`src/rtl/sound_pkg.sv`:
```
// Shared definitions for the sound sequencer: game-state encodings, the
// default preload mask built from them, and the per-channel count ceiling.
// Imported by sound_seq and sound_tick_gen.
package sound_pkg;

   // Game-state encodings as driven by the game FSM.
   typedef enum logic [2:0] {
      ST_IDLE   = 3'b000,
      ST_MUTE_A = 3'b001,
      ST_MUTE_B = 3'b100,
      ST_MUTE_C = 3'b101
   } game_state_e;

   // States whose restart should leave the sound suppressed (count loaded
   // at MAX). ST_IDLE is deliberately absent: restarting from idle replays.
   localparam logic [7:0] PRELOAD_MASK_DEF = (8'd1 << ST_MUTE_A)
                                           | (8'd1 << ST_MUTE_B)
                                           | (8'd1 << ST_MUTE_C);

   // Largest value a CNT_W-bit counter holds.
   function automatic int cnt_max(input int cnt_w);
      return (1 << cnt_w) - 1;
   endfunction

endpackage

```
`src/rtl/sound_seq_if.sv`:
```
// Bundle between the game side and the sound sequencer.
// master: game FSM / audio glue (drives state, restart, aout; sees counts).
// slave : sound_seq (samples inputs, drives cnt, busy, tick and optional done).
// Optional done[] wires exist only when SOUND_SEQ_DONE_EN is defined.
interface sound_seq_if #(
   parameter int CH      = 2,
   parameter int CNT_W   = 2,
   parameter int STATE_W = 3
);

   logic [STATE_W-1:0]  state;
   logic                restart;
   logic [CH-1:0]       aout;
   logic [CH*CNT_W-1:0] cnt;
   logic [CH-1:0]       busy;
   logic                tick;
`ifdef SOUND_SEQ_DONE_EN
   logic [CH-1:0]       done;
`endif

   modport master (
      output state, restart, aout,
`ifdef SOUND_SEQ_DONE_EN
      input  done,
`endif
      input  cnt, busy, tick
   );

   modport slave (
      input  state, restart, aout,
`ifdef SOUND_SEQ_DONE_EN
      output done,
`endif
      output cnt, busy, tick
   );

endinterface

```
`src/rtl/sound_tick_gen.sv`:
```
// Purpose : free-running prescaler producing the sample strobe for sound_seq.
// Latency : registered; tick is high in the cycle the prescaler is TICK_DIV-1,
//           i.e. the TICK_DIV-th cycle after RST falls, then every TICK_DIV.
// Backpressure: none; free-running, only RST restarts the count.
// Ports: CLK, RST (sync, active-high), tick (one-cycle strobe).
module sound_tick_gen
   import sound_pkg::*;
#(
   parameter int TICK_DIV = 50000
) (
   input  logic CLK,
   input  logic RST,
   output logic tick
);

   localparam int            PW   = (TICK_DIV > 1) ? $clog2(TICK_DIV) : 1;
   localparam logic [PW-1:0] LAST = PW'(TICK_DIV - 1);

   logic [PW-1:0] pre_q;
   logic [PW-1:0] pre_nxt;

   always_comb begin
      pre_nxt = (pre_q == LAST) ? '0 : pre_q + 1'b1;
   end

   // tick is registered from the *next* prescaler value so that it is high
   // exactly while pre_q == LAST, without a combinational output path.
   always_ff @(posedge CLK) begin
      if (RST) begin
         pre_q <= '0;
         tick  <= 1'b0;
      end else begin
         pre_q <= pre_nxt;
         tick  <= (pre_nxt == LAST);
      end
   end

endmodule

```
`src/rtl/sound_seq.sv`:
```
// Purpose : per-channel counter of completed audio playbacks, preloaded from
//           the game state on restart; sits between game FSM and players.
// Latency : cnt/busy (and done) update one cycle after the tick cycle;
//           restart takes effect the cycle after it is sampled.
// Backpressure: none; aout is sampled only at ticks, short pulses may be missed.
// Ports: CLK, RST (sync, active-high), bus (sound_seq_if.slave):
//        state, restart, aout in; cnt[CH*CNT_W], busy[CH], tick out.
// Build option: SOUND_SEQ_DONE_EN adds done[CH], a one-cycle pulse when a
//        channel reaches MAX by counting (not by preload or saturated hold).
module sound_seq
   import sound_pkg::*;
#(
   parameter int                          CH           = 2,
   parameter int                          CNT_W        = 2,
   parameter int                          STATE_W      = 3,
   parameter logic [(1<<STATE_W)-1:0]     PRELOAD_MASK = PRELOAD_MASK_DEF,
   parameter int                          TICK_DIV     = 50000,
   parameter bit                          WRAP         = 1'b0
) (
   input  logic     CLK,
   input  logic     RST,
   sound_seq_if.slave bus
);

   localparam logic [CNT_W-1:0] MAX = CNT_W'(cnt_max(CNT_W));

   logic               tick;
   logic [CNT_W-1:0]   pre_val;
   logic [CH*CNT_W-1:0] cnt_flat;
   logic [CH-1:0]      busy_v;
`ifdef SOUND_SEQ_DONE_EN
   logic [CH-1:0]      done_v;
`endif

   sound_tick_gen #(
      .TICK_DIV (TICK_DIV)
   ) u_tick (
      .CLK  (CLK),
      .RST  (RST),
      .tick (tick)
   );

   // Value every channel takes while restart is held.
   always_comb begin
      pre_val = PRELOAD_MASK[bus.state] ? MAX : '0;
   end

   for (genvar i = 0; i < CH; i++) begin : g_ch
      logic [CNT_W-1:0] cnt_q;
      // armed: aout was seen low at a tick (or restart/reset happened) since
      // the last counted edge, so the next high sample counts once.
      logic             armed_q;

      always_ff @(posedge CLK) begin
         if (RST) begin
            cnt_q   <= '0;
            armed_q <= 1'b1;
         end else if (bus.restart) begin
            cnt_q   <= pre_val;
            armed_q <= 1'b1;
         end else if (tick) begin
            if (!bus.aout[i]) begin
               armed_q <= 1'b1;
            end else if (armed_q) begin
               armed_q <= 1'b0;
               if (cnt_q != MAX) begin
                  cnt_q <= cnt_q + 1'b1;
               end else if (WRAP) begin
                  cnt_q <= '0;
               end
            end
         end
      end

      assign cnt_flat[i*CNT_W +: CNT_W] = cnt_q;
      assign busy_v[i]                  = (cnt_q != MAX);

`ifdef SOUND_SEQ_DONE_EN
      // Counted edge this cycle; MAX-1 -> MAX is the only increment that
      // lands on MAX, so preloads and saturated holds never pulse.
      logic hit;
      logic done_q;

      assign hit = tick && !bus.restart && bus.aout[i] && armed_q;

      always_ff @(posedge CLK) begin
         if (RST) begin
            done_q <= 1'b0;
         end else begin
            done_q <= hit && (cnt_q == MAX - 1'b1);
         end
      end

      assign done_v[i] = done_q;
`endif
   end

   assign bus.cnt  = cnt_flat;
   assign bus.busy = busy_v;
   assign bus.tick = tick;
`ifdef SOUND_SEQ_DONE_EN
   assign bus.done = done_v;
`endif

endmodule

```
`src/flat_wrapper.sv`:
```
// flat-port wrapper written by rule: the top's interface ports become plain ports
module sound_seq_flat import sound_pkg::*;
#(
   parameter int                          CH           = 2,
   parameter int                          CNT_W        = 2,
   parameter int                          STATE_W      = 3,
   parameter logic [(1<<STATE_W)-1:0]     PRELOAD_MASK = PRELOAD_MASK_DEF,
   parameter int                          TICK_DIV     = 50000,
   parameter bit                          WRAP         = 1'b0
)
  (CLK, RST, bus_state, bus_restart, bus_aout, bus_cnt, bus_busy, bus_tick);
  sound_seq_if #(.CH(CH), .CNT_W(CNT_W), .STATE_W(STATE_W)) bus_i ();
  input  logic CLK;
  input  logic RST;
  input wire logic [$bits(bus_i.state)-1:0] bus_state;
  input wire logic [$bits(bus_i.restart)-1:0] bus_restart;
  input wire logic [$bits(bus_i.aout)-1:0] bus_aout;
  output wire logic [$bits(bus_i.cnt)-1:0] bus_cnt;
  output wire logic [$bits(bus_i.busy)-1:0] bus_busy;
  output wire logic [$bits(bus_i.tick)-1:0] bus_tick;
  assign bus_i.state = bus_state;
  assign bus_i.restart = bus_restart;
  assign bus_i.aout = bus_aout;
  assign bus_cnt = bus_i.cnt;
  assign bus_busy = bus_i.busy;
  assign bus_tick = bus_i.tick;
  sound_seq #(.CH(CH), .CNT_W(CNT_W), .STATE_W(STATE_W), .PRELOAD_MASK(PRELOAD_MASK), .TICK_DIV(TICK_DIV), .WRAP(WRAP)) u_core (.CLK(CLK), .RST(RST), .bus(bus_i));
endmodule
```
`config.mk`:
```
export PLATFORM = sky130hd
export DESIGN_NAME = sound_seq_flat
export DESIGN_NICKNAME = d
export VERILOG_FILES = /design/src/rtl/sound_pkg.sv /design/src/rtl/sound_seq_if.sv /design/src/rtl/sound_tick_gen.sv /design/src/rtl/sound_seq.sv /design/src/flat_wrapper.sv
export SDC_FILE = /design/constraint.sdc
export NUM_CORES = 1
export LEC_CHECK = 0
export CELL_PAD_IN_SITES_DETAIL_PLACEMENT = 0
export CELL_PAD_IN_SITES_GLOBAL_PLACEMENT = 1
export CORE_AREA = 5 5 62 64
export DETAILED_ROUTE_END_ITERATION = 6
export DIE_AREA = 0 0 67 69
export GPL_TIMING_DRIVEN = 0
export PLACE_DENSITY_LB_ADDON = 0.1
export SLEW_MARGIN = 30
export SYNTH_ARGS = -nofsm -noshare
export SYNTH_HDL_FRONTEND = slang
export SYNTH_SLANG_ARGS = --single-unit
```
`constraint.sdc`:
```
create_clock -name CLK -period 2.4 [get_ports CLK]
set_input_delay 0.24 -clock CLK [delete_from_list [all_inputs] [get_ports CLK]]
set_output_delay 0.24 -clock CLK [all_outputs]
set_load 0.01 [all_outputs]
```
Yosys cells after proc, flatten, opt, wreduce, memory -nomap -nowiden
Memories as Yosys holds them, arrays and structs flattened.
Cells that the tools add are included.

operators by class
  add/sub/neg operators = 3
  magnitude comparators = 1
  equality and inequality tests = 4
  multiplexer cells = 15
  reduce and logical (&&, ||, !) cells = 10

operator list
  operator               count
  $eq 16x16->1 const B   2
  $mux 2                 11
  $add 16x1->16 const B  1
  $mux 16                1
  $reduce_bool 2->1      7
  $reduce_and 4->1       2
  $add 2x1->2 const B    2
  $lt 3x4->1 const B     1
  $ne 2x2->1 const B     2
  $mux 1                 3
  $reduce_or 2->1        1

word-level totals
  flip-flop bits (word level) = 23
  ROM bits = 8
  input bits = 8
  output and inout port bits = 7
  logic and storage cells = 40
  memories kept = 1

memories
  memory            words  bits a word  read ports  clocked after memory_dff  write ports  line             RTL
  (name not given)  8      1            1           0                         0            sound_seq.sv:45  pre_val = PRELOAD_MASK[bus.state] ? MAX : '0;

Logic depth before layout (Yosys ltp)
Gate-level depths: netlist of the first run.

  depth after elaboration = 6
  gate-level depth with buffers = 7
  mapped depth without buffers = 6

Modules after synthesis
A second synthesis of the first run with hierarchy kept.

unflattened totals
  cell total of the unflattened synthesis = 139
  area total of the unflattened synthesis = 1216.2 um^2

modules (own cells, without submodules)
  module          instances  cells each  area an instance (um^2)  seq. area each (um^2)
  sound_tick_gen  1          107         929.6                    340.3
  sound_seq       1          32          286.5                    120.1

Worst setup path before layout of the first run
Ideal clock, no wire load.

  path kind = register to register
  start point = register u_core.u_tick.pre_q[0]
  end point = register u_core.u_tick.tick
  library setup time = 103 ps
  arrival time = 1809 ps
  data required time = 2297 ps
  setup slack = 487 ps
  cell stages (with the launch flop) = 8
  path buffers = 1
  period minus slack after synthesis = 1913 ps
  path through = dfxtp_1 > ha_1 > and3_1 > buf_6 > or3b_1 > a2111oi_2 > nor2_1 > a2111oi_2

on the way
  longest elaborated chain between the ends = 3
  elaborated cells on any way between the ends = 4
  classes of those cells = add/sub: 1; eq/ne: 2; mux: 1

ends and longest elaborated chain
  what                                                  line                  RTL
  from (decl)                                           sound_tick_gen.sv:19  logic [PW-1:0] pre_q;
  from (signal assigned)                                sound_tick_gen.sv:33  pre_q <= pre_nxt;
  $add 16x1->16 / $eq 16x16->1 (equally long branches)  sound_tick_gen.sv:23  pre_nxt = (pre_q == LAST) ? '0 : pre_q + 1'b1;
  $mux 16 (*)                                           sound_tick_gen.sv:23
  $eq 16x16->1 (*)                                      sound_tick_gen.sv:34  tick <= (pre_nxt == LAST);
  to (signal assigned)                                  sound_tick_gen.sv:34
  to (decl)                                             sound_tick_gen.sv:13  output logic tick

Every way passes the cells marked *; elsewhere a longest branch is shown, timed or not.
A chain may end at the register's enable or synchronous reset.

Worst setup path in the final report of the first run
Same ends and word-level chain as after synthesis.

==> results of run 1 <==
==> stage by stage <==
| stage | setup WS [ps] | cells | hold slack [ps] | instance area, um2 | total power [mW] |
|---|---|---|---|---|---|
| global placement | 374 | 206 | 441 | 1410 | 0.467 |
| floorplan | 487 | 147 | 343 | 1220 | 0.438 |
| global route | 71.1 | 210 | 376 | 1430 | 0.678 |
| CTS | 322 | 210 | 353 | 1430 | 0.656 |
| detailed placement | 351 | 206 | 451 | 1410 | 0.469 |
| finish | 345 | 210 | 341 | 1430 | 0.641 |
==> final cells by class <==
| type | instances | area [um2] |
|---|---|---|
| Buffer | 8 | 43.8 |
| Clock buffer | 4 | 26.3 |
| Fill cell | 346 | 1800 |
| Inverter | 6 | 22.5 |
| Multi-Input combinational cell | 110 | 692 |
| Sequential cell | 23 | 460 |
| Tap cell | 46 | 57.6 |
| Timing Repair Buffer | 13 | 130 |
==> registers in the layout, summed over array words and instances (netlist names) <==
signal               count
u_core.g_ch.cnt_q        4
u_core.u_tick.tick       1
u_core.u_tick.pre_q     16
u_core.g_ch.armed_q      2
==> power by group <==
group / switching (mW) / internal (mW)
Sequential: 0.00721 / 0.391
Combinational: 0.0297 / 0.0312
Clock: 0.118 / 0.0648
==> cells by family after synthesis <==
| kind of cell | count (synthesis) | synth area share |
|---|---|---|
| and+or+nand+nor | 65 | 0.269 |
| xor gates and xnor gates | 13 | 0.0934 |
| DFF | 23 | 0.378 |
| muxes | 3 | 0.0257 |
| AOI/OAI and AO/OA | 26 | 0.149 |
| adders and majority gates | 3 | 0.0308 |
| buffers and inverters | 14 | 0.0544 |
==> cell usage after synthesis (2+ instances only) <==
cell / count / area (um2)
clkbuf_1: 4 / 15.0
a2111oi_2: 2 / 30.0
a21oi_1: 5 / 25.0
nor2_1: 25 / 93.8
inv_1: 6 / 22.5
nand2b_1: 3 / 18.8
and3_1: 3 / 18.8
a31oi_1: 2 / 12.5
nand2_1: 13 / 48.8
o21ai_0: 7 / 35.0
nand3_1: 3 / 15.0
xnor2_1: 6 / 52.6
o31ai_1: 2 / 15.0
nand4_1: 2 / 12.5
a41oi_1: 2 / 17.5
nor4_1: 2 / 12.5
buf_2: 2 / 10.0
and2_1: 2 / 12.5
xor2_1: 7 / 61.3
ha_1: 3 / 37.5
nor3_1: 2 / 10.0
dfxtp_1: 23 / 460
nand4_2: 2 / 25.0
mux2i_1: 2 / 20.0
==> worst register-to-register path, stage by stage (launching register included) <==
cell,delay [ps]
dfxtp_1,360
ha_1,260
and3_1,210
buf_6,130
or3b_1,360
a2111oi_2,370
nor2_1,80
a2111oi_2,200
==> layer usage <==
layer,vias to the layer above,global-route usage,share of wire,routed length (um)
met5,-,0,0,0
met4,0,0.0473,0.0088,23
met3,2,0.0292,0.038,98
met2,9,0.189,0.46,1200
met1,497,0.162,0.49,1290
li1,542,-,-,-
==> worst paths after layout <==
| path | cells past startpoint | end | from | slack (ps) |
|---|---|---|---|---|
| worst max register to register | 7 | u_core.u_tick.tick | u_core.u_tick.pre_q[0] | 340 |
| worst min-delay path | 2 | u_core.g_ch[1].cnt_q[0] | RST | 340 |
| worst max-delay path | 7 | u_core.u_tick.tick | u_core.u_tick.pre_q[0] | 340 |
| worst min register to register | 1 | u_core.u_tick.pre_q[0] | u_core.u_tick.pre_q[0] | 480 |
==> flow_summary.yaml, run 1 <==
sta:
  min_period_ps: 2060
  max_freq_mhz: 487
  setup_viol: 0
  rsz0062_at_grt: "no"
  drv_slew: 0
  min_period_over_period: 0.856
  finClkSkew_ps: 2.77
  tns_ps: 0
  final-hold-violation-count: 0
  worst_slew_pin_slew_ps: 505
  maxSlewHeadroom: 0.664
grt:
  grt_overflow: 0
  grt_pass1_vias: 964
  grt_pass1_wl_mm: 4.46
  grt_max_degree: 13
  antenna_found_initial: 0
  grt_use_total: 0.122
placed_design:
  place_hpwl_mm: 1.99
  gp_congestion: 0.853
  port_buffers: 13
final_layout:
  nets: 176
  diodes: 0
  utilization: 0.443
  drive_above_1_share: 0.0732
  mostFrequentLayoutCell: "nor2_1"
  area_delta_synth_final_pct: 17.6
  final_cell_mix: "25 x nor2_1, 23 x dfxtp_1, 13 x nand2_1, 13 x clkdlybuf4s50_1"
route:
  vias: 1050
  routed_wl_mm: 2.61
  drc: 0
  drt_iter0_markers: 37
  wl_per_cell_um: 12.4
  via_per_inst: 5.00
  drtAntennaViolNets: 0
  first_pass_iters: 4
critical_path:
  critical_path.most_common_cell: "a2111oi_2"
  crit_buf_inv: 1
  cpMaxStageDelayCell: "a2111oi_2"
  crit_fanout: 5
  worst_setup_path_start_kind: "register"
  arrival_ps: 2270
  crit_chain: "ha_1, and3_1, buf_6, or3b_1, a2111oi_2, nor2_1, a2111oi_2"
  slowest_delay_ps: 370
  path_class: "reg2reg"
  worst_setup_path_end_kind: "register"
  cp_top_family: "simple AND/OR/NAND/NOR gates"
  worstPathRequired_ps: 2620
yosys:
  synth_edf_count: 0
  ys.warnings.count: 0
  seq_area_frac_synth: 0.378
  synth.avg_cell_area_um2: 8.29
  synth.distinct_cells: 41
  syn_inst: 147
  synthFlopType: "dfxtp_1"
  synth_nets: 158
  syn_area_mm2: 0.00122
  synthArstFlopShare: 0
  ys_ff_latch: 23
floorplan:
  start_util: 0.377
  dieArea_mm2: 0.00462
  core-area_mm2: 0.00323
  io_pins: 15
  die_h_um: 69
  row_count: 21
  die-width_um: 67
worst_hold_path:
  min_path_type: "in2reg"
cts:
  cts.htree.levels: 1
  path_clk_slew_ps: 130
  cts_made_buffers: 3
  clock-root-buffer: "clkbuf_4"
  cts_tree: "done"
  post_cts_buffers: 0
  cts.sinks: 23
  clk_latency_ps: 310
  cts.repair.resized: 0
  cts_buffer_depth: 2
  hold_buffers: 0
power_and_ir_drop:
  p_per_area_mw_per_mm2: 448
  vdd_drop_max_mv: 0.234
  leakagePower_nw: 0.502
flow_run:
  drv_cap: 0
outcome:
  status: "complete, no violations"
Note: power is estimated with default switching activity, not from simulation.
==> run 2, diff against run 1 <==
Settings changed: CORE_AREA 5 5 62 64 to 2 2 59 61, DIE_AREA 0 0 67 69 to 0 0 61 63, SLEW_MARGIN 30 to default.
==> run 2 against run 1 <==
Net effect: die area decreased by 17%; clock-buffer cell count did not move; non-clock buffer count did not move; routed wire length up 0.46%; combinational power hardly changed; critical path depth did not move; first-iteration DRC count down 35%; via count is 0.19% lower; clock power rose by 3%; flip-flop and latch count stayed put.
==> flow_summary.yaml, run 2 (synthesis results as in run 1) <==
critical_path:
  worstPathRequired_ps: 2630
  crit_fanout: 5
  arrival_ps: 2310
  crit_buf_inv: 1
  slowest_delay_ps: 370
  cp_top_family: "simple AND/OR/NAND/NOR gates"
  cpMaxStageDelayCell: "or3b_1"
  critical_path.most_common_cell: "a2111oi_2"
  worst_setup_path_end_kind: "register"
  crit_chain: "ha_1, and3_1, buf_6, or3b_1, a2111oi_2, nor2_1, a2111oi_2"
  path_class: "reg2reg"
  worst_setup_path_start_kind: "register"
power_and_ir_drop:
  p_int_mw: 0.487
  power_mw: 0.646
  vdd_drop_max_mv: 0.190
  pwr-share-comb: 0.094
  clock_power_share: 0.291
  seqPwrFrac: 0.616
  p_per_area_mw_per_mm2: 451
  switching_power_mw: 0.159
  leakagePower_nw: 0.502
  netSwitchingFraction: 0.247
worst_hold_path:
  min_path_type: "in2reg"
sta:
  worst_slew_pin_slew_ps: 460
  fin_ws_ps: 317
  rsz0062_at_grt: "no"
  final-hold-violation-count: 0
  min_period_ps: 2080
  maxSlewHeadroom: 0.686
  tns_ps: 0
  setup_viol: 0
  max_freq_mhz: 480
  min_period_over_period: 0.868
  drv_slew: 0
  finClkSkew_ps: 3.21
route:
  vias: 1048
  drtAntennaViolNets: 0
  first_pass_iters: 4
  routed_wl_mm: 2.62
  via_per_inst: 4.99
  drc: 0
  drt_iter0_markers: 24
  wl_per_cell_um: 12.5
flow_run:
  drv_cap: 0
cts:
  clk_latency_ps: 310
  cts.htree.levels: 1
  hold_buffers: 0
  cts.repair.resized: 0
  cts_buffer_depth: 2
  clock-root-buffer: "clkbuf_4"
  path_clk_slew_ps: 130
  post_cts_buffers: 0
  cts_tree: "done"
  cts.sinks: 23
  cts_made_buffers: 3
floorplan:
  die_h_um: 63
  row_count: 21
  die-width_um: 61
  start_util: 0.377
  core-area_mm2: 0.00323
  dieArea_mm2: 0.00384
  io_pins: 15
final_layout:
  nets: 176
  final_cell_mix: "25 x nor2_1, 23 x dfxtp_1, 13 x nand2_1, 13 x clkdlybuf4s50_1"
  area_delta_synth_final_pct: 17.6
  drive_above_1_share: 0.0732
  top_register: "u_core.u_tick.pre_q"
  reg.largest.list: "u_core.u_tick.pre_q x16, u_core.g_ch.cnt_q x4, u_core.g_ch.armed_q x2"
  diodes: 0
  design_area_mm2: 0.00143
  mostFrequentLayoutCell: "nor2_1"
  largest_register_ffs: 16
  utilization: 0.443
grt:
  grt_overflow: 0
  antenna_found_initial: 0
  grt_pass1_vias: 1016
  grt_max_degree: 13
  grt_pass1_wl_mm: 4.48
  grt_use_total: 0.151
placed_design:
  dp_slack_ps: 353
  gp_congestion: 0.812
  dpl_cell_area_mm2: 0.00141
  port_buffers: 13
  place_hpwl_mm: 1.92
outcome:
  status: "complete, no violations"
run 2: cell counts in the layout (fill, tap and decap cells not counted):
Identical to the previous run, type by type.
run 2: cell type report:
cell class / count / area, um2
buffer: 8 / 43.8
clock buffer: 4 / 26.3
fill: 348 / 1800
inverter: 6 / 22.5
multi-input combinational: 110 / 692
sequential: 23 / 460
tap: 46 / 57.6
timing repair buffer: 13 / 130
run 2: stage by stage:
stage                     instances  hold WS (ps)
after detailed placement        206           448
after floorplan                 147           343
final                           210           314
after CTS                       210           337
after global placement          206           440
after global routing            210           333
run 2: worst reg2reg max path, cell delays in order, from the launching register on:
cell and delay [ps]:
dfxtp_1 360, ha_1 270, and3_1 210, buf_6 130, or3b_1 370, a2111oi_2 370
nor2_1 100, a2111oi_2 190
run 2: routing by layer:
metal | track usage | part of all wire
met2 | 0.246 | 0.48
met3 | 0.0311 | 0.033
met5 | 0 | 0
met4 | 0.0516 | 0.015
met1 | 0.194 | 0.48
run 2: power groups by stage:
| stage | combinational, mW | clock [mW] | sequential, mW |
|---|---|---|---|
| after floorplan | 0.0305 | 0 | 0.407 |
| after CTS | 0.0625 | 0.195 | 0.398 |
| after detailed placement | 0.0619 | 0 | 0.407 |
| final | 0.0607 | 0.188 | 0.398 |
| after global routing | 0.0692 | 0.217 | 0.400 |
| after global placement | 0.0607 | 0 | 0.406 |
run 2: worst paths after layout:
path / startpoint / end / slack [ps] / depth (start not counted)
worst max-delay path: u_core.u_tick.pre_q[0] / u_core.u_tick.tick / 320 / 7
worst min-delay path: RST / u_core.g_ch[0].cnt_q[0] / 310 / 2
worst max register to register: u_core.u_tick.pre_q[0] / u_core.u_tick.tick / 320 / 7
worst min register to register: u_core.u_tick.pre_q[0] / u_core.u_tick.pre_q[0] / 480 / 1
